--- config.mk ---
export PLATFORM = sky130hd
export DESIGN_NAME = wb_rr_scheduler
export DESIGN_NICKNAME = d
export VERILOG_FILES = /design/src/rtl/wb_sched_pkg.sv /design/src/rtl/wb_sched_rr_pick.sv /design/src/rtl/wb_rr_scheduler.sv
export SDC_FILE = /design/constraint.sdc
export NUM_CORES = 1
export LEC_CHECK = 0
export ABC_AREA = 0
export BUFFER_PORTS_ARGS = -buffer_cell sky130_fd_sc_hd__buf_2
export CAP_MARGIN = 20
export CORE_AREA = 2 2 132 134
export CTS_CLUSTER_DIAMETER = 60
export CTS_CLUSTER_SIZE = 10
export DETAILED_ROUTE_END_ITERATION = 6
export DIE_AREA = 0 0 134 136
export PLACE_DENSITY_LB_ADDON = 0.08
export SYNTH_ARGS = -nofsm -noshare
export SYNTH_HDL_FRONTEND = slang
export SYNTH_SLANG_ARGS = --single-unit
export TNS_END_PERCENT = 30
--- constraint.sdc ---
create_clock -name wb_clk_i -period 1.3 [get_ports wb_clk_i]
set_input_delay 0.13 -clock wb_clk_i [delete_from_list [all_inputs] [get_ports wb_clk_i]]
set_output_delay 0.13 -clock wb_clk_i [all_outputs]
set_load 0.01 [all_outputs]
--- src/rtl/wb_sched_pkg.sv ---
// Shared FSM state type and width helpers for the Wishbone round-robin scheduler.
package wb_sched_pkg;

  typedef enum logic [1:0] {
    S_IDLE  = 2'd0,
    S_OWN   = 2'd1,
    S_ABORT = 2'd2,
    S_DRAIN = 2'd3
  } state_t;

  // BROKEN_CLOG2 selects a loop for tools whose $clog2 is unusable in constant context.
  function automatic int clog2(input int v);
`ifdef BROKEN_CLOG2
    int r;
    r = 0;
    while ((1 << r) < v) r++;
    return r;
`else
    return $clog2(v);
`endif
  endfunction

  function automatic int sel_bits(input int n);
    return (n > 1) ? clog2(n) : 1;
  endfunction

endpackage

--- src/rtl/wb_sched_rr_pick.sv ---
// Combinational rotate-priority picker: first requester at or after ptr, wrapping.
// Zero latency; valid is simply the OR of all requests.
module wb_sched_rr_pick
  import wb_sched_pkg::*;
#(
  parameter int num_masters = 2,
  parameter int sel_w       = sel_bits(num_masters)
) (
  input  logic [num_masters-1:0] req,
  input  logic [sel_w-1:0]       ptr,
  output logic [num_masters-1:0] onehot,
  output logic [sel_w-1:0]       index,
  output logic                   valid
);

  always_comb begin
    int   j;
    logic found;
    onehot = '0;
    index  = '0;
    found  = 1'b0;
    j      = 0;
    for (int k = 0; k < num_masters; k++) begin
      j = int'(ptr) + k;
      if (j >= num_masters) j = j - num_masters;
      if (!found && req[j]) begin
        found     = 1'b1;
        onehot[j] = 1'b1;
        index     = sel_w'(j);
      end
    end
  end

  assign valid = |req;

endmodule

--- src/rtl/wb_rr_scheduler.sv ---
// Round-robin sharing of one Wishbone slave port; grant 1 cycle after cyc, held until the owner drops cyc.
// Define WB_SCHED_TIMEOUT_EN to add a stall watchdog that aborts the owner's cycle with err.
module wb_rr_scheduler
  import wb_sched_pkg::*;
#(
  parameter int dw          = 32,
  parameter int aw          = 32,
  parameter int num_masters = 2,
  parameter int timeout     = 255
) (
  input  logic                      wb_clk_i,
  input  logic                      wb_rst_i,
  input  logic [num_masters*aw-1:0] wbm_adr_i,
  input  logic [num_masters*dw-1:0] wbm_dat_i,
  input  logic [num_masters*4-1:0]  wbm_sel_i,
  input  logic [num_masters-1:0]    wbm_we_i,
  input  logic [num_masters-1:0]    wbm_cyc_i,
  input  logic [num_masters-1:0]    wbm_stb_i,
  input  logic [num_masters*3-1:0]  wbm_cti_i,
  input  logic [num_masters*2-1:0]  wbm_bte_i,
  output logic [num_masters*dw-1:0] wbm_dat_o,
  output logic [num_masters-1:0]    wbm_ack_o,
  output logic [num_masters-1:0]    wbm_err_o,
  output logic [num_masters-1:0]    wbm_rty_o,
  output logic [aw-1:0]             wbs_adr_o,
  output logic [dw-1:0]             wbs_dat_o,
  output logic [3:0]                wbs_sel_o,
  output logic                      wbs_we_o,
  output logic                      wbs_cyc_o,
  output logic                      wbs_stb_o,
  output logic [2:0]                wbs_cti_o,
  output logic [1:0]                wbs_bte_o,
  input  logic [dw-1:0]             wbs_dat_i,
  input  logic                      wbs_ack_i,
  input  logic                      wbs_err_i,
  input  logic                      wbs_rty_i,
  output logic [num_masters-1:0]    grant_o,
  output logic                      active_o
);

  localparam int SW = sel_bits(num_masters);

  state_t                 state_q, state_d;
  logic [SW-1:0]          owner_q, owner_d;
  logic [SW-1:0]          ptr_q, ptr_d, ptr_next;
  logic [num_masters-1:0] grant_q, grant_d;

  logic [num_masters-1:0] pick_onehot;
  logic [SW-1:0]          pick_idx;
  logic                   pick_vld;
  logic                   st_own, own_cyc, wd_fire;

  wb_sched_rr_pick #(.num_masters(num_masters), .sel_w(SW)) u_pick (
    .req    (wbm_cyc_i),
    .ptr    (ptr_q),
    .onehot (pick_onehot),
    .index  (pick_idx),
    .valid  (pick_vld)
  );

  assign st_own   = (state_q == S_OWN);
  assign own_cyc  = wbm_cyc_i[owner_q];
  assign ptr_next = (owner_q == SW'(num_masters - 1)) ? '0 : owner_q + SW'(1);

`ifdef WB_SCHED_TIMEOUT_EN
  localparam int              CW  = clog2(timeout + 1);
  localparam logic [CW-1:0]   LIM = CW'(timeout - 1);
  logic [CW-1:0] cnt_q, cnt_d;
  logic          stall;

  assign stall   = wbs_stb_o & ~(wbs_ack_i | wbs_err_i | wbs_rty_i);
  assign wd_fire = stall && (cnt_q == LIM);

  // Any response, stb low or leaving OWN restarts the stall count.
  always_comb cnt_d = (st_own && state_d == S_OWN && stall) ? cnt_q + CW'(1) : '0;

  always_ff @(posedge wb_clk_i) begin
    if (wb_rst_i) cnt_q <= '0;
    else          cnt_q <= cnt_d;
  end
`else
  logic unused_timeout;
  assign unused_timeout = (timeout > 1);
  assign wd_fire        = 1'b0;
`endif

  always_comb begin
    state_d = state_q;
    owner_d = owner_q;
    ptr_d   = ptr_q;
    grant_d = grant_q;
    case (state_q)
      S_IDLE: begin
        if (pick_vld) begin
          state_d = S_OWN;
          owner_d = pick_idx;
          grant_d = pick_onehot;
        end
      end
      S_OWN: begin
        if (!own_cyc) begin
          state_d = S_IDLE;
          ptr_d   = ptr_next;
          grant_d = '0;
        end else if (wd_fire) begin
          state_d = S_ABORT;
        end
      end
      S_ABORT, S_DRAIN: begin
        if (!own_cyc) begin
          state_d = S_IDLE;
          ptr_d   = ptr_next;
          grant_d = '0;
        end else begin
          state_d = S_DRAIN;
        end
      end
      default: state_d = S_IDLE;
    endcase
  end

  always_ff @(posedge wb_clk_i) begin
    if (wb_rst_i) begin
      state_q <= S_IDLE;
      owner_q <= '0;
      ptr_q   <= '0;
      grant_q <= '0;
    end else begin
      state_q <= state_d;
      owner_q <= owner_d;
      ptr_q   <= ptr_d;
      grant_q <= grant_d;
    end
  end

  assign wbs_adr_o = wbm_adr_i[int'(owner_q)*aw +: aw];
  assign wbs_dat_o = wbm_dat_i[int'(owner_q)*dw +: dw];
  assign wbs_sel_o = wbm_sel_i[int'(owner_q)*4 +: 4];
  assign wbs_cti_o = wbm_cti_i[int'(owner_q)*3 +: 3];
  assign wbs_bte_o = wbm_bte_i[int'(owner_q)*2 +: 2];
  assign wbs_cyc_o = st_own & own_cyc;
  assign wbs_stb_o = st_own & own_cyc & wbm_stb_i[owner_q];
  assign wbs_we_o  = st_own & wbm_we_i[owner_q];

  assign wbm_dat_o = {num_masters{wbs_dat_i}};
  assign wbm_ack_o = {num_masters{st_own & wbs_ack_i}} & grant_q;
  assign wbm_rty_o = {num_masters{st_own & wbs_rty_i}} & grant_q;
  assign wbm_err_o = {num_masters{(st_own & wbs_err_i) | (state_q == S_ABORT)}} & grant_q;

  assign grant_o  = grant_q;
  assign active_o = st_own;

endmodule
Word level (Yosys, flattened, before mapping)
Cells that the tools add are included.
Widths: inputs -> output; s select.
{"block": "classes", "n_addsub": 4, "n_reduce_logical": 12, "bitwise": 12, "div_mod_pow": 0, "n_shift": 5, "mux": 30, "n_eq_ne": 6, "order_cmp": 7, "multipliers": 1}
{"op": "$shiftx 64x7->32", "count": 2}
{"op": "$ge 32x1->1 const B", "count": 2}
{"op": "$lt 32x3->1 const B", "count": 2}
{"op": "$mux 32", "count": 2}
{"op": "$ge 32x3->1 const B", "count": 1}
{"op": "$sub 32x3->32 const B", "count": 1}
{"op": "$mux 1", "count": 18}
{"op": "$mux 2", "count": 6}
{"op": "$reduce_and 2->1", "count": 4}
{"op": "$shiftx 8x4->4", "count": 1}
{"op": "$and 1x1->1", "count": 6}
{"op": "$and 2x2->2", "count": 3}
{"op": "$ne 2x2->1 const B", "count": 3}
{"op": "$pmux 2 s3", "count": 1}
{"op": "$shiftx 6x4->3", "count": 1}
{"op": "$eq 2x2->1 const B", "count": 2}
{"op": "$pmux 2 s2", "count": 1}
{"op": "$reduce_or 2->1", "count": 2}
{"op": "$shiftx 4x3->2", "count": 1}
{"op": "$logic_and 1x1->1", "count": 3}
{"op": "$mul 1x2->3 const B", "count": 1}
{"op": "$reduce_or 3->1", "count": 1}
{"op": "$sub 1x2->3 const B", "count": 1}
{"op": "$add 1x1->2 const B", "count": 1}
{"op": "other kinds (10)", "count": 11}
{"block": "word_totals", "latchBits": 0, "out_inout_bits": 149, "regBits": 6, "input_bits": 189, "ramBits": 0, "memories": 0, "rom_bits": 0}

Longest topological paths before layout
{"block": "depth", "word_depth": 11, "mapped_depth": 5}

By module
A second synthesis with hierarchy kept.
{"block": "unflattened", "cells_unflattened": 193, "area_unflattened_um2": 1755.4}
{"module": "wb_rr_scheduler", "seq_area_each_um2": 120.1, "area_each_um2": 1722.9, "cells_per_inst": 188, "n_inst": 1}
{"module": "wb_sched_rr_pick", "seq_area_each_um2": 0.0, "area_each_um2": 32.5, "cells_per_inst": 5, "n_inst": 1}

Least setup slack after synthesis
Ideal clock, no wire load.
{"block": "synth_timing", "kind": "register to output", "start": "register owner_q", "end": "output port wbs_adr_o[15]", "arrival_time_ps": 1033, "slack_ps": 137, "stages_incl_launch_ff": 5, "required_ps": 1170, "path_cell_list": "dfxtp_1 -> buf_6 -> buf_6 -> buf_6 -> mux2_4"}
{"block": "synth_between", "elab_chain_len": 1}
{"item": "start, declared", "line": "wb_rr_scheduler.sv:44", "text": "logic [SW-1:0] owner_q, owner_d;"}
{"item": "start signal, assigned", "line": "wb_rr_scheduler.sv:130", "text": "owner_q <= owner_d;"}
{"item": "$shiftx 64x7->32", "line": "wb_rr_scheduler.sv:136", "text": "assign wbs_adr_o = wbm_adr_i[int'(owner_q)*aw +: aw];"}
{"item": "end, declared", "line": "wb_rr_scheduler.sv:25", "text": "output logic [aw-1:0] wbs_adr_o,"}
Every way passes these cells.

Worst setup path after layout
{"block": "layout_timing", "start": "register owner_q", "end": "output port wbs_stb_o"}
{"block": "layout_between", "elab_chain_len": 4}
{"item": "$mux 1 (not written as such) (2 in series)", "line": "wb_rr_scheduler.sv:62", "text": "assign own_cyc = wbm_cyc_i[owner_q];"}
{"item": "$and 1x1->1", "line": "wb_rr_scheduler.sv:142", "text": "assign wbs_stb_o = st_own & own_cyc & wbm_stb_i[owner_q];"}
{"item": "$and 1x1->1 *", "line": "wb_rr_scheduler.sv:142"}
{"item": "end, declared", "line": "wb_rr_scheduler.sv:30", "text": "output logic wbs_stb_o,"}
Every way passes the cells marked *; elsewhere a longest branch is shown, timed or not. The select of a mux whose other input is x is not followed.

==> impl_metrics.tcl <==
set metrics [dict create \
    status "finished with violations" \
    violations "setup timing" \
    synth_compound_area_share_pct 3.02 \
    hold_end "grant_o[0]" \
    fin_hold_ws_ns 0.154 \
    synth_cell_types 29 \
    num_rows 48 \
    cts_buffers 3 \
    dp_slack_ns 0.00117 \
    drt_first_pass_iters 4 \
    slowest_delay_ns 0.44 \
    slew_headroom_pct 83.1 \
    crit-reg2reg-launch "owner_q" \
    fin_crit_sh_pct 117 \
    grt_max_degree 31 \
    ys_seq_elements 6 \
    crit_fanout 7 \
    via_per_inst 3.47 \
    critical_path.slowest_cell "dfxtp_4" \
    worstPathCellList "mux2_4 > and2_4 > nor2b_4 > buf_6" \
    design_power_total_uw 2130 \
    cts_tree "built" \
    avgSynthCellArea_um2 9.61 \
    rsz0062_at_grt "true" \
    clk_pin_slew_ns 0.04 \
    cellPowerDensity_nw_per_um2 582 \
    ys_seq_area_share_pct 6.58 \
    fmaxAchievable_mhz 655 \
    grt_pass1_wl_mm 9.93 \
    crit_arrival_ns 1.40 \
    synth_top_family_by_area "multiplexers" \
    syn_inst 190 \
    root_buffer "clkbuf_16" \
    finClkSkew_ns 0.00505 \
    synth_simple_gate_area_share_pct 8.22 \
    r2r-end "grant_o[1]" \
    synth_warnings 0 \
    worstHoldStart "wb_rst_i" \
    clockBufferDepth 2 \
    postSynthNetCount 379 \
    rr_worst_depth 4 \
    clock_latency_ns 0.23 \
    synthXorXnorAreaFrac_pct 0 \
    synth_fa_ha_area_share_pct 0 \
    drt_wl_total_mm 7.83 \
    ios 338 \
    min_period_ns 1.53 \
    fin_nets 564 \
    fin_cells 599 \
    syn_to_final_growth_pct 100 \
    start_kind "flip-flop" \
    fin_util_pct 21.7 \
    grt.overflow.total 0 \
    critPathKind "reg2out" \
    finalHoldViolCount 0 \
    tightest_slew_ns 0.246 \
    die_y_um 136 \
    drc 0 \
    core_um2 16900 \
    wl_per_cell_um 13.1 \
    ir_drop_mv 0.281 \
    dr_total_vias 2080 \
    dp_hpwl_mm 6.05 \
    hold_path.class "in2reg" \
    cts_sinks 6 \
    detail_route.iter0.violations 26 \
    synth_top_cell_by_area "mux2_2" \
    netlist_area_um2 1830 \
    whs_path_depth 2 \
    layout_setup_ws_ns -0.226 \
    portBuffers 241 \
    antenna_found_initial 0 \
    die_x_um 134 \
    initial_core_util_pct 10.8 \
    grt_pass1_vias 1965 \
    synth_top_area_share_pct 33.3 \
    cp.required_ns 1.17 \
    die-area_um2 18200 \
    postRouteAntennaNets 0 \
    synthTopCellsByArea "mux2_2 (33%), buf_4 (26%), mux2_4 (16%)" \
    cts.htree.levels 1 \
    setup_violations 76 \
    drive_gt1_share_pct 91.4 \
    grtUsageTotal_pct 6.90 \
    muxShareOfSynthArea_pct 51.4 \
    placed_cells 592 \
    crit_path_end_kind "output port" \
    timing.max_cap.violations 0 \
    final_common_cell "buf_2" \
    gp_congestion 0.651 \
    antenna_cells 0 \
    p_leak_uw 0.00190 \
    ff2ff_setup_slack_ns 0.11 \
    maxSlewViolCount 0 \
    final_cell_mix "buf_2 (172), mux2_4 (72), buf_6 (72), clkbuf_16 (4), buf_4 (4)" \
]
[worst max-delay path, delay by kind of cell (launching register included)]
family,cells,cell delay [ns]
buffers and inverters,1,0.12
flip-flops,1,0.44
AND/OR/NAND/NOR,2,0.28
multiplexers,1,0.32
[sequential cells by signal (all words and copies together) (netlist names)]
register and cells:
grant_o 2, owner_q 1, ptr_q 1, state_q 2
[worst max path at each step]
stage | start | to | slack [ns]
floorplan | owner_q | wbs_adr_o[15] | 0.14
global placement | owner_q | wbs_dat_o[24] | 0.01
detailed placement | owner_q | wbs_dat_o[31] | 0.001
CTS | owner_q | wbs_sel_o[1] | -0.25
global route | owner_q | wbs_stb_o | -0.27
finish | owner_q | wbs_stb_o | -0.23
[cell type report]
type / count / area [um2]
fillers: 1904 / 13200
repair buffers: 253 / 1800
inverters: 3 / 11.3
clock buffers: 4 / 78.8
well taps: 225 / 282
flip-flops and latches: 6 / 131
multi-input cells: 108 / 1350
[through the flow]
stage | setup TNS (ns) | cell area (um2)
after detailed placement | 0 | 2860
final | -12.52 | 3660
after global placement | 0 | 2860
after floorplan | 0 | 1830
after global routing | -16.54 | 3660
after CTS | -15.41 | 3160
[cell families (layout without fill, tap and decap cells)]
family / Yosys count / in the layout
buffers and inverters: 76 / 260
multiplexers: 77 / 77
AO/OA/AOI/OAI: 7 / 7
flip-flops: 6 / 6
AND/OR/NAND/NOR: 24 / 24
[cell usage after synthesis, drive strengths merged]
| master | number |
|---|---|
| and3 | 4 |
| a21oi | 3 |
| a2111oi | 1 |
| dfxtp | 6 |
| a31oi | 1 |
| nor2 | 3 |
| a221o | 1 |
| buf | 73 |
| o21ai | 1 |
| and2b | 1 |
| nor2b | 2 |
| or2 | 1 |
| inv | 3 |
| mux2i | 3 |
| nor3 | 1 |
| nand2 | 2 |
| nor3b | 1 |
| mux2 | 74 |
| and3b | 1 |
| and2 | 3 |
| nand2b | 1 |
| nor4 | 1 |
| nand3 | 3 |
[metal layers]
metal | global-route usage, % | wire (um) | vias to the layer above
met3 | 1.38 | 763 | 27
met4 | 3.55 | 266 | 0
met5 | 0 | 0 | -
li1 | - | - | 965
met2 | 13.4 | 4070 | 158
met1 | 6.88 | 2720 | 930
[repair_timing]
item | 4_1_cts | 5_1_grt
buffers inserted | 2 | 0
cloned | 1 | 1
pin swaps | 4 | 0
hold buffers | 0 | 0
resized for setup | 36 | 101
setup endpoints to repair | 82 | 83
[power breakdown]
group | internal, uW | total [uW] | switching [uW]
logic | 895 | 1390 | 493
clock network | 408 | 522 | 115
registers | 195 | 217 | 22.2
(Power assumes the default switching activity.)
